**src/rtl/mem_access_unit.sv**
```systemverilog
// mem_access_unit: memory-access stage between execute and write-back.
// Takes one operation at a time and issues it on a req/ack memory port that
// may insert wait states. Handles LW/SW, LB/LBU/SB and LL/SC with a
// locally held link bit, and produces a registered write-back record.
// Optional feature macro: MEM_ALIGN_CHECK_EN. When it is defined, a
// full-width op with nonzero lane bits raises the misalign port and makes no
// access. When it is undefined, the misalign port is absent and the lane
// bits of full-width ops are forced to zero.
// Assumes DATA_W >= 16, so that at least one lane-select address bit exists.

module mem_access_unit #(
   parameter int DATA_W  = 32,
   parameter int ADDR_W  = 32,
   parameter int RADDR_W = 5
) (
   input  logic                 clk,
   input  logic                 rst,
   input  logic                 in_valid,
   output logic                 in_ready,
   input  logic [2:0]           ls_op,
   input  logic [ADDR_W-1:0]    addr,
   input  logic [DATA_W-1:0]    st_data,
   input  logic [RADDR_W-1:0]   rd_addr,
   input  logic                 rd_wr,
   input  logic [DATA_W-1:0]    alu_data,
   input  logic                 flush,
   output logic                 mem_req,
   output logic                 mem_we,
   output logic [ADDR_W-1:0]    mem_addr,
   output logic [DATA_W-1:0]    mem_wdata,
   output logic [DATA_W/8-1:0]  mem_be,
   input  logic                 mem_ack,
   input  logic [DATA_W-1:0]    mem_rdata,
   output logic                 llbit,
`ifdef MEM_ALIGN_CHECK_EN
   output logic                 misalign,
`endif
   output logic                 wb_valid,
   output logic                 wb_wr,
   output logic [RADDR_W-1:0]   wb_addr,
   output logic [DATA_W-1:0]    wb_data
);

   localparam int BE_W   = DATA_W / 8;
   localparam int LANE_W = $clog2(BE_W);

   typedef enum logic [2:0] {
      OP_NONE = 3'd0,
      OP_LW   = 3'd1,
      OP_SW   = 3'd2,
      OP_LB   = 3'd3,
      OP_LBU  = 3'd4,
      OP_SB   = 3'd5,
      OP_LL   = 3'd6,
      OP_SC   = 3'd7
   } lsOp_e;

   typedef enum logic {
      S_IDLE = 1'b0,
      S_WAIT = 1'b1
   } state_e;

   state_e               state_q;
   lsOp_e                op_q;
   logic [LANE_W-1:0]    lane_q;
   logic [RADDR_W-1:0]   rdAddr_q;
   logic                 rdWr_q;
   logic                 squash_q;
   logic                 memReq_q;
   logic                 memWe_q;
   logic [ADDR_W-1:0]    memAddr_q;
   logic [DATA_W-1:0]    memWdata_q;
   logic [BE_W-1:0]      memBe_q;
   logic                 wbValid_q;
   logic                 wbWr_q;
   logic [RADDR_W-1:0]   wbAddr_q;
   logic [DATA_W-1:0]    wbData_q;
   logic                 llBit_q;
`ifdef MEM_ALIGN_CHECK_EN
   logic                 misalign_q;
`endif

   lsOp_e                reqOp;
   logic [LANE_W-1:0]    reqLane;
   logic                 reqFull;
   logic                 reqStore;
   logic                 reqMisalign;
   logic [ADDR_W-1:0]    reqAddr;
   logic [BE_W-1:0]      reqBe;
   logic [DATA_W-1:0]    reqWdata;
   logic [7:0]           ackByte;
   logic [DATA_W-1:0]    ackData;
   logic                 ackSquash;

   // Decode the incoming operation into the memory request it would issue:
   // full-width ops get an aligned address and all byte enables, byte
   // stores get a one-hot enable and the byte replicated on every lane.
   always_comb begin
      reqOp       = lsOp_e'(ls_op);
      reqLane     = addr[LANE_W-1:0];
      reqFull     = 1'b0;
      reqStore    = 1'b0;
      reqMisalign = 1'b0;
      reqAddr     = addr;
      reqBe       = BE_W'(1) << reqLane;
      reqWdata    = {BE_W{st_data[7:0]}};
      case (reqOp)
         OP_LW, OP_LL: reqFull = 1'b1;
         OP_SW, OP_SC: begin
            reqFull  = 1'b1;
            reqStore = 1'b1;
         end
         OP_SB:   reqStore = 1'b1;
         default: reqFull = 1'b0;
      endcase
      if (reqFull) begin
         reqAddr  = {addr[ADDR_W-1:LANE_W], {LANE_W{1'b0}}};
         reqBe    = {BE_W{1'b1}};
         reqWdata = st_data;
`ifdef MEM_ALIGN_CHECK_EN
         reqMisalign = (reqLane != '0);
`endif
      end
   end

   // Shape the returned read data into the write-back value for the
   // outstanding op; a completed SC reports success as 1, and a flush seen
   // at any point during the wait squashes the write-back.
   always_comb begin
      ackByte   = mem_rdata[{lane_q, 3'b000} +: 8];
      ackData   = '0;
      ackSquash = flush | squash_q;
      case (op_q)
         OP_LW, OP_LL: ackData = mem_rdata;
         OP_LB:        ackData = {{(DATA_W-8){ackByte[7]}}, ackByte};
         OP_LBU:       ackData = {{(DATA_W-8){1'b0}}, ackByte};
         OP_SC:        ackData = DATA_W'(1);
         default:      ackData = '0;
      endcase
   end

   // Main controller: accepts ops in IDLE, holds the memory request stable
   // in WAIT until ack, and maintains the link bit and write-back record.
   // wb_valid and misalign are single-cycle pulses, so they default low.
   always_ff @(posedge clk) begin
      if (rst) begin
         state_q    <= S_IDLE;
         op_q       <= OP_NONE;
         lane_q     <= '0;
         rdAddr_q   <= '0;
         rdWr_q     <= 1'b0;
         squash_q   <= 1'b0;
         memReq_q   <= 1'b0;
         memWe_q    <= 1'b0;
         memAddr_q  <= '0;
         memWdata_q <= '0;
         memBe_q    <= '0;
         wbValid_q  <= 1'b0;
         wbWr_q     <= 1'b0;
         wbAddr_q   <= '0;
         wbData_q   <= '0;
         llBit_q    <= 1'b0;
`ifdef MEM_ALIGN_CHECK_EN
         misalign_q <= 1'b0;
`endif
      end else begin
         wbValid_q <= 1'b0;
`ifdef MEM_ALIGN_CHECK_EN
         misalign_q <= 1'b0;
`endif
         if (flush) begin
            llBit_q <= 1'b0;
         end
         case (state_q)
            S_IDLE: begin
               if (in_valid && !flush) begin
                  if (reqOp == OP_NONE) begin
                     wbValid_q <= 1'b1;
                     wbWr_q    <= rd_wr;
                     wbAddr_q  <= rd_addr;
                     wbData_q  <= alu_data;
                  end else if (reqMisalign) begin
`ifdef MEM_ALIGN_CHECK_EN
                     misalign_q <= 1'b1;
`endif
                  end else if (reqOp == OP_SC && !llBit_q) begin
                     wbValid_q <= 1'b1;
                     wbWr_q    <= rd_wr;
                     wbAddr_q  <= rd_addr;
                     wbData_q  <= '0;
                  end else begin
                     memReq_q   <= 1'b1;
                     memWe_q    <= reqStore;
                     memAddr_q  <= reqAddr;
                     memBe_q    <= reqBe;
                     memWdata_q <= reqWdata;
                     op_q       <= reqOp;
                     lane_q     <= reqLane;
                     rdAddr_q   <= rd_addr;
                     rdWr_q     <= rd_wr;
                     squash_q   <= 1'b0;
                     state_q    <= S_WAIT;
                  end
               end
            end
            S_WAIT: begin
               if (flush) begin
                  squash_q <= 1'b1;
               end
               if (mem_ack) begin
                  memReq_q <= 1'b0;
                  memWe_q  <= 1'b0;
                  state_q  <= S_IDLE;
                  if (!ackSquash) begin
                     wbValid_q <= 1'b1;
                     wbWr_q    <= rdWr_q;
                     wbAddr_q  <= rdAddr_q;
                     wbData_q  <= ackData;
                  end
                  if (op_q == OP_LL) begin
                     llBit_q <= !ackSquash;
                  end else if (op_q == OP_SC) begin
                     llBit_q <= 1'b0;
                  end
               end
            end
            default: state_q <= S_IDLE;
         endcase
      end
   end

   assign in_ready  = (state_q == S_IDLE);
   assign mem_req   = memReq_q;
   assign mem_we    = memWe_q;
   assign mem_addr  = memAddr_q;
   assign mem_wdata = memWdata_q;
   assign mem_be    = memBe_q;
   assign wb_valid  = wbValid_q;
   assign wb_wr     = wbWr_q;
   assign wb_addr   = wbAddr_q;
   assign wb_data   = wbData_q;
   assign llbit     = llBit_q;
`ifdef MEM_ALIGN_CHECK_EN
   assign misalign  = misalign_q;
`endif

endmodule

```
**config.mk**
```make
export PLATFORM = sky130hd
export DESIGN_NAME = mem_access_unit
export DESIGN_NICKNAME = d
export VERILOG_FILES = /design/src/rtl/mem_access_unit.sv
export SDC_FILE = /design/constraint.sdc
export NUM_CORES = 1
export LEC_CHECK = 0
export CAP_MARGIN = 15
export CORE_ASPECT_RATIO = 1.4
export CORE_MARGIN = 1
export CORE_UTILIZATION = 25
export CTS_CLUSTER_DIAMETER = 50
export DETAILED_ROUTE_END_ITERATION = 12
export GPL_TIMING_DRIVEN = 0
export PLACE_DENSITY_LB_ADDON = 0.12
export SLEW_MARGIN = 30
export SYNTH_ARGS = -nofsm -noshare
export SYNTH_HDL_FRONTEND = slang
export SYNTH_SLANG_ARGS = --single-unit
export TNS_END_PERCENT = 1
```
**constraint.sdc**
```tcl
create_clock -name clk -period 3.9 [get_ports clk]
set_input_delay 0.78 -clock clk [delete_from_list [all_inputs] [get_ports clk]]
set_output_delay 0.78 -clock clk [all_outputs]
set_load 0.02 [all_outputs]
```
; ---- Word-level counts from Yosys, hierarchy flattened
; Index checks and enable logic that the tools add are counted.
[totals]
register_bits = 123
in_bits = 142
out_inout_bits = 111
wordCells = 106
[op_classes]
n_eq_ne = 17
shift = 2
mux = 54
n_bitwise = 4
n_reduce_logical = 13
[ops]
columns = op, count
row1 = $mux W32, 6
row2 = $pmux W32 S4, 1
row3 = $pmux W32 S2, 1
row4 = $mux W1, 32
row5 = $shiftx A32 B6 Y8, 1
row6 = $mux W5, 5
row7 = $eq A3 B3 Y1 const B, 6
row8 = $reduce_and A4 Y1, 4
row9 = $pmux W1 S2, 6
row10 = $ne A2 B2 Y1 const B, 5
row11 = $pmux W5 S2, 1
row12 = $eq A3 B1 Y1 const B, 2
row13 = $eq A3 B2 Y1 const B, 2
row14 = $mux W4, 1
row15 = $reduce_or A4 Y1, 1
row16 = $shl A1 B2 Y4 const A, 1
row17 = $logic_not A1 Y1, 3
row18 = $logic_not A3 Y1, 1
row19 = $ne A3 B1 Y1 const B, 1
row20 = $not A1 Y1, 3
row21 = $reduce_or A3 Y1, 1
row22 = $logic_and A1 B1 Y1, 2
row23 = $mux W2, 1
row24 = $ne A2 B1 Y1 const B, 1
row25 = 2 further kinds, 2

; ---- Depth between registers and ports, before layout
; Gate-level depths: netlist (run 1).
[logic_depth]
ltp_word = 7
ltp_mapped = 7
ltp_nobuf = 4

; ---- Least setup slack after synthesis (run 1)
; Ideal clock, no wire load.
[synth_path]
kind = input to register
start = input port ls_op[1]
end = register wbData_q[18] (netlist: wb_data[18])
setup_time_ns = 0.091
arrival_ns = 1.986
required_time_ns = 3.809
slack_ns = 1.823
stages = 7
n_path_buf = 3
cell_sequence = buf_2 or3_4 a21oi_2 buf_4 buf_6 nor3_1 a311oi_1
[synth_between]
elab_chain_cells = 4
[synth_lines]
columns = item, line_no
row1 = "start, declared", 20  ; input logic [2:0] ls_op,
row2 = $eq A3 B3 Y1 or $logic_not A3 Y1 (tied branches), "186, 177"
row3 = $logic_and A1 B1 Y1 or $mux W32 (tied branches), "186, 177"
row4 = $ne A3 B1 Y1 (no source line) or $mux W32 (tied branches), n/a
row5 = $reduce_and A4 Y1 (no source line) or $pmux W32 S2 (tied branches), n/a
row6 = "end signal, assigned", 181  ; wbData_q <= alu_data;
row7 = "end signal, assigned", 218  ; wbData_q <= ackData;
row8 = "end, declared", 77  ; logic [DATA_W-1:0] wbData_q;
; Parallel ways exist; a longest one is shown, timed or not. The select of a mux whose other input is x is not followed.
; A chain may end at the register's enable or synchronous reset.

; ---- Worst setup path in the final report (run 1)
[layout_path]
start = register state_q
end = output port in_ready
[layout_between]
elab_chain_cells = 1
[layout_lines]
columns = item, line_no
row1 = "start, declared", 63  ; state_e state_q;
row2 = "start signal, assigned", 147  ; state_q <= S_IDLE;
row3 = "start signal, assigned", 202  ; state_q <= S_WAIT;
row4 = "start signal, assigned", 213  ; state_q <= S_IDLE;
row5 = $not A1 Y1 (no source line), n/a
row6 = "end, declared", 19  ; output logic in_ready,
; No other way between the ends.

==> flow_summary.ini, run 1 <==
[synth]
syn_area_um2 = 5724
ys_ff_latch = 123
yosys-top-cells-area = dfxtp_1 (43%), nand2_1 (9.7%), a311oi_1 (5.0%)
synth_edf_count = 0
synth_top_area_share_pct = 43.02
postSynthAreaPerCell_um2 = 8.406
async_flop_share_pct = 0
syn_inst = 681
syn_nets = 823
synth_top_area_cell = dfxtp_1
yosys_warnings = 0
yosysUniqueCellTypes = 45
yosysSeqAreaShare_pct = 43.02
synthFlopType = dfxtp_1

[sta]
post-route-min-period_ns = 2.872
finalSetupTns_ns = 0
holdWs_ns = 0.4501
clock_skew_ns = 0.009782
setup_viol = 0
slew_viol_final = 0
relSlewSlack_pct = 53.95
grt_setup_unrepaired = no
hold_viol_final = 0
finalCritPeriodShare_pct = 73.65
worst_slew_pin_slew_ns = 0.6908
timing.fmax_mhz = 348.2
worst_slack_ns = 1.028

[clocking]
cts.hold.buffers_added = 0
cts_sinks = 123
clk_pin_slew_worst_paths_ns = 0.06
cts_buffers = 17
cts.path.max_buffers = 2
cts_resized = 0
htreeDepth = 4
cts_root_buf = clkbuf_16
clock_latency_ns = 0.42
post-cts-setup-buffers = 0
cts_tree = done

[worst_setup_path]
critPathCaptureType = output pin
cp_cell_sequence = buf_2, clkinv_1, clkdlybuf4s50_1
path_max_fanout = 10
required_ns = 3.12
arrival_ns = 2.09
critPathSlowestCell = clkdlybuf4s50_1
cpPeakStageDelay_ns = 0.64
reg2regPathDepth = 5
path_class = register to output pin
startpoint_type = register

[placement]
dp_cells = 1232
gp_congestion = 0.8602
pre_cts_ws_ns = 0.8216
place_area_um2 = 8603
hpwl_mm = 17.77
placement.io_buffers = 250

[power_and_ir_drop]
power_density_nw_per_um2 = 391.7
p_total_mw = 3.592
power_leakage_nw = 3.282
peakVddDrop_uv = 293.0

[global_route]
grtUsageMet1_pct = 22.86
grt_max_degree = 17
grtUsageMet3_pct = 6.929
track_usage_pct = 20.16
antenna_found_initial = 0
grt_pass1_wl_mm = 35.63
use_met2_pct = 35.12
globalRouteOverflowTotal = 0
grt_most_used_layer = met2
first_global_vias = 6187

[layout]
final_nets = 1092
drive_above_1_share_pct = 9.034
synthToLayoutAreaGrowth_pct = 60.20
postLayoutCoreUtil_pct = 40.71
num_antenna_cells = 0
finalNonFillerCells = 1264
post-route-cell-area_um2 = 9170

[detailed_routing]
vias = 6105
wl_per_cell_um = 18.55
firstDrtPassIters = 5
wirelength_mm = 23.45
drc = 0
viasPerCell = 4.830
drtIter0Drc = 269
drtAntennaViolNets = 0

[worst_hold_path]
hold_depth = 2
hold_path_class = register to register

[floorplanning]
die_h_um = 181.0
dieArea_um2 = 23510
core_um2 = 22530
io_pins = 253
die_x_um = 129.9
rows = 65
start_util_pct = 25.41

[status]
outcome = finished clean

[flow_run]
cap_violations = 0
## area by class of cell
type                            instances  area [µm²]
Buffer                                 68       330.3
Clock buffer                           17       425.4
Clock inverter                         15       141.4
Fill cell                            2368       13360
Inverter                                2       7.507
Multi-Input combinational cell        488        2924
Sequential cell                       123        2462
Tap cell                              301       376.6
Timing Repair Buffer                  250        2502
## metal layers
metal,up-vias,wire [µm],part of all wire [%]
met5,-,0,0
met4,0,313,1.3
met3,17,1959,8.4
met2,223,11750,50
met1,2857,9424,40
li1,3008,-,-
## Yosys cell counts, drive strengths merged (2+ instances only)
cell	number
o211ai	24
xor2	2
a21boi	24
o22ai	2
clkbuf	30
and3b	2
or3b	2
nor2	38
dfxtp	123
a311oi	33
nor2b	2
a21o	25
nand2b	5
a22oi	7
mux4	7
a211oi	33
a32oi	7
nor3	44
mux2i	9
a21oi	57
buf	38
nand2	148
nand3	3
nor3b	2
## worst paths after layout
check                           start                  endpoint  slack, ns
max                state_q$_SDFF_PP0_                  in_ready       1.03
min          mem_addr[1]$_SDFFE_PP0P_  mem_addr[1]$_SDFFE_PP0P_       0.45
min reg2reg  mem_addr[1]$_SDFFE_PP0P_  mem_addr[1]$_SDFFE_PP0P_       0.45
max reg2reg        state_q$_SDFF_PP0_   wb_data[7]$_SDFFE_PP0P_       1.75
## layout by cell type (no fill, tap or decap), types with 2 or more instances in the layout
cell             count
nor3_1              43
buf_4                6
dfxtp_1            123
mux2i_1              9
a211oi_1            33
xor2_1               2
o211ai_1            24
a311oi_1            33
a21oi_1             55
buf_2               30
inv_6                4
nand3_1              3
nor2b_1              2
nor3b_1              2
a21oi_2              2
clkbuf_16           17
clkinv_2             2
a22oi_1              7
a32oi_1              7
mux4_2               7
clkdlybuf4s50_1    250
a21boi_0            24
and3b_1              2
nor2_1              37
clkbuf_1            30
nand2b_1             5
nand2_1            148
clkinv_4             2
clkinvlp_4           5
buf_6                2
a21o_1              25
## power by group
group	total (mW)	internal (mW)	switching (mW)
clock	1.55	0.887	0.662
combinational	0.681	0.339	0.342
sequential	1.36	1.32	0.0365
total	3.59	2.55	1.04
## sequential cells by signal, summed over array words and instances, names as in the netlist
name       cells
lane_q         2
mem_we         1
mem_be         4
mem_req        1
wb_addr        5
squash_q       1
mem_addr      32
mem_wdata     32
rdWr_q         1
op_q           3
rdAddr_q       5
state_q        1
wb_valid       1
wb_data       32
wb_wr          1
llbit          1
## logic make-up (layout without fill, tap and decap cells)
logic type / count (synthesis) / in the layout / share of synthesized area (%)
AO/OA/AOI/OAI: 216 / 216 / 26.93
XOR/XNOR: 3 / 3 / 0.5903
buffers and inverters: 70 / 352 / 5.901
flip-flops: 123 / 123 / 43.02
multiplexers: 16 / 16 / 4.328
AND/OR/NAND/NOR: 253 / 253 / 19.24
## worst max-delay path, delay by kind of cell (launching register included)
| family | cells | cell delay (ns) |
|---|---|---|
| flops | 1 | 0.37 |
| buf+inv | 3 | 1.30 |
Note: power is estimated with default switching activity, not from simulation.
==> run 2: changes to the inputs <==
==> constraint.sdc (replaced) <==
create_clock -name clk -period 2.65 [get_ports clk]
set_input_delay 0.53 -clock clk [delete_from_list [all_inputs] [get_ports clk]]
set_output_delay 0.53 -clock clk [all_outputs]
set_load 0.02 [all_outputs]
==> flow_summary.ini, run 2 (synthesized netlist as in run 1, its figures left out) <==
[status]
outcome = finished clean

[detailed_routing]
drc = 0
wirelength_mm = 23.44
vias = 6104
drtIter0Drc = 269
wl_per_cell_um = 18.55
firstDrtPassIters = 4
drtAntennaViolNets = 0
viasPerCell = 4.829

[clocking]
cts_buffers = 17
cts.path.max_buffers = 2
cts_sinks = 123
clock_latency_ns = 0.42
cts_root_buf = clkbuf_16
cts.hold.buffers_added = 0
post-cts-setup-buffers = 0
cts_tree = done
htreeDepth = 4
clk_pin_slew_worst_paths_ns = 0.06

[global_route]
first_global_vias = 6187
globalRouteOverflowTotal = 0
grt_pass1_wl_mm = 35.63
track_usage_pct = 20.16
antenna_found_initial = 0
grt_max_degree = 17

[layout]
synthToLayoutAreaGrowth_pct = 60.22
num_antenna_cells = 0
drive_above_1_share_pct = 9.138
final_nets = 1092
postLayoutCoreUtil_pct = 40.71
post-route-cell-area_um2 = 9171
final_common_cell = clkdlybuf4s50_1
layout_common_cells = clkdlybuf4s50_1 (250), nand2_1 (148), dfxtp_1 (123)

[floorplanning]
start_util_pct = 25.41
dieArea_um2 = 23510
die_h_um = 181.0
core_um2 = 22530
rows = 65
die_x_um = 129.9
io_pins = 253

[power_and_ir_drop]
power_leakage_nw = 3.282
peakVddDrop_uv = 431.0
power_density_nw_per_um2 = 576.4

[worst_hold_path]
min_from = mem_addr[1]$_SDFFE_PP0P_
hold_path_class = register to register
whs_endpoint = mem_addr[1]$_SDFFE_PP0P_
hold_depth = 2

[sta]
hold_viol_final = 0
relSlewSlack_pct = 53.92
worst_slew_pin_slew_ns = 0.6912
slew_viol_final = 0
setup_viol = 0
timing.fmax_mhz = 407.0
finalCritPeriodShare_pct = 92.71
clock_skew_ns = 0.009781
grt_setup_unrepaired = no
post-route-min-period_ns = 2.457

[worst_setup_path]
arrival_ns = 1.93
critPathCaptureType = output pin
startpoint_type = register
path_max_fanout = 10
required_ns = 2.12
reg2reg_slack_ns = 0.52
path_class = register to output pin
reg2regPathDepth = 6
r2r-end = wb_data[30]$_SDFFE_PP0P_
timing.rr.start = state_q$_SDFF_PP0_

[placement]
place_area_um2 = 8603
placement.io_buffers = 250
hpwl_mm = 17.77
gp_congestion = 0.8602

[flow_run]
cap_violations = 0
[run 2: changes by cell type in the layout (fill, tap and decap cells not counted)]
cell / previous run / this run
clkinv_1: 1 / 0
clkinv_2: 2 / 3
[run 2: report_power, final]
part           internal [mW]  switching [mW]
logic                  0.499           0.504
registers               1.95          0.0537
clock network           1.31           0.974
total                   3.75            1.53
[run 2: worst max-delay path by stage]
| stage | slack [ns] | from | cells after the start | end |
|---|---|---|---|---|
| 6_report | 0.19 | state_q$_SDFF_PP0_ | 3 | in_ready |
| 5_1_grt | 0.08 | state_q$_SDFF_PP0_ | 3 | in_ready |
| 4_1_cts | 0.13 | state_q$_SDFF_PP0_ | 3 | in_ready |
| 3_5_place_dp | -0.18 | mem_ack | 7 | wb_data[29]$_SDFFE_PP0P_ |
| 3_3_place_gp | -0.15 | mem_ack | 7 | wb_data[29]$_SDFFE_PP0P_ |
| 2_1_floorplan | 0.82 | ls_op[1] | 7 | wb_data[18]$_SDFFE_PP0P_ |
[run 2: cell type report]
type / instances / area [µm²]
fillers: 2367 / 13360
multi-input cells: 488 / 2924
repair buffers: 250 / 2502
flip-flops and latches: 123 / 2462
clock buffers: 17 / 425.4
well taps: 301 / 376.6
plain buffers: 68 / 330.3
clock inverters: 15 / 141.4
inverters: 2 / 8.758
[run 2: timing repair]
item	CTS	global route
setup endpoints to repair	1	0
endpoints found under the hold margin	0	0
gates resized for setup	1	0
[run 2: metal layers]
metal | global-route usage [%] | part of all wire [%]
met2 | 35.12 | 50
met5 | 0 | 0
met3 | 6.929 | 8.3
met1 | 22.86 | 40
met4 | 5.860 | 1.3
[run 2: critical path, stage by stage, from the launching register on]
cell and delay [ns]:
dfxtp_1 0.37, buf_2 0.32, clkinv_2 0.23, clkdlybuf4s50_1 0.59
[run 2: metrics by stage]
step	power [mW]	cells	hold slack, ns	worst slack, ns	setup TNS, ns
finish	5.286	1264	0.4501	0.1932	0
global placement	3.053	1232	0.4391	-0.1476	-2.743
global route	5.520	1264	0.4568	0.08046	0
floorplan	2.502	681	0.4535	0.8233	0
detailed placement	3.052	1232	0.4465	-0.1784	-3.342
CTS	5.351	1264	0.4527	0.1294	0
==> run 3: changes to the inputs <==
==> constraint.sdc (replaced) <==
create_clock -name clk -period 2.65 [get_ports clk]
set_input_delay 0.265 -clock clk [delete_from_list [all_inputs] [get_ports clk]]
set_output_delay 0.265 -clock clk [all_outputs]
set_load 0.02 [all_outputs]
==> results of run 3 <==
Same layout as run 1 (identical final DEF). Status: finished clean.
Among the figures that moved: setup slack after placement 0.8216 ns -> 0.08661 ns; setup slack after layout 1.028 ns -> 0.2927 ns; hold slack 0.4501 ns -> 0.2085 ns; register-to-register setup slack 1.75 ns -> 0.50 ns; end point of the worst hold path mem_addr[1]$_SDFFE_PP0P_ -> op_q[1]$_SDFFE_PP0P_; total power 3.592 mW -> 5.287 mW; worst IR drop on VDD 293.0 µV -> 431.2 µV
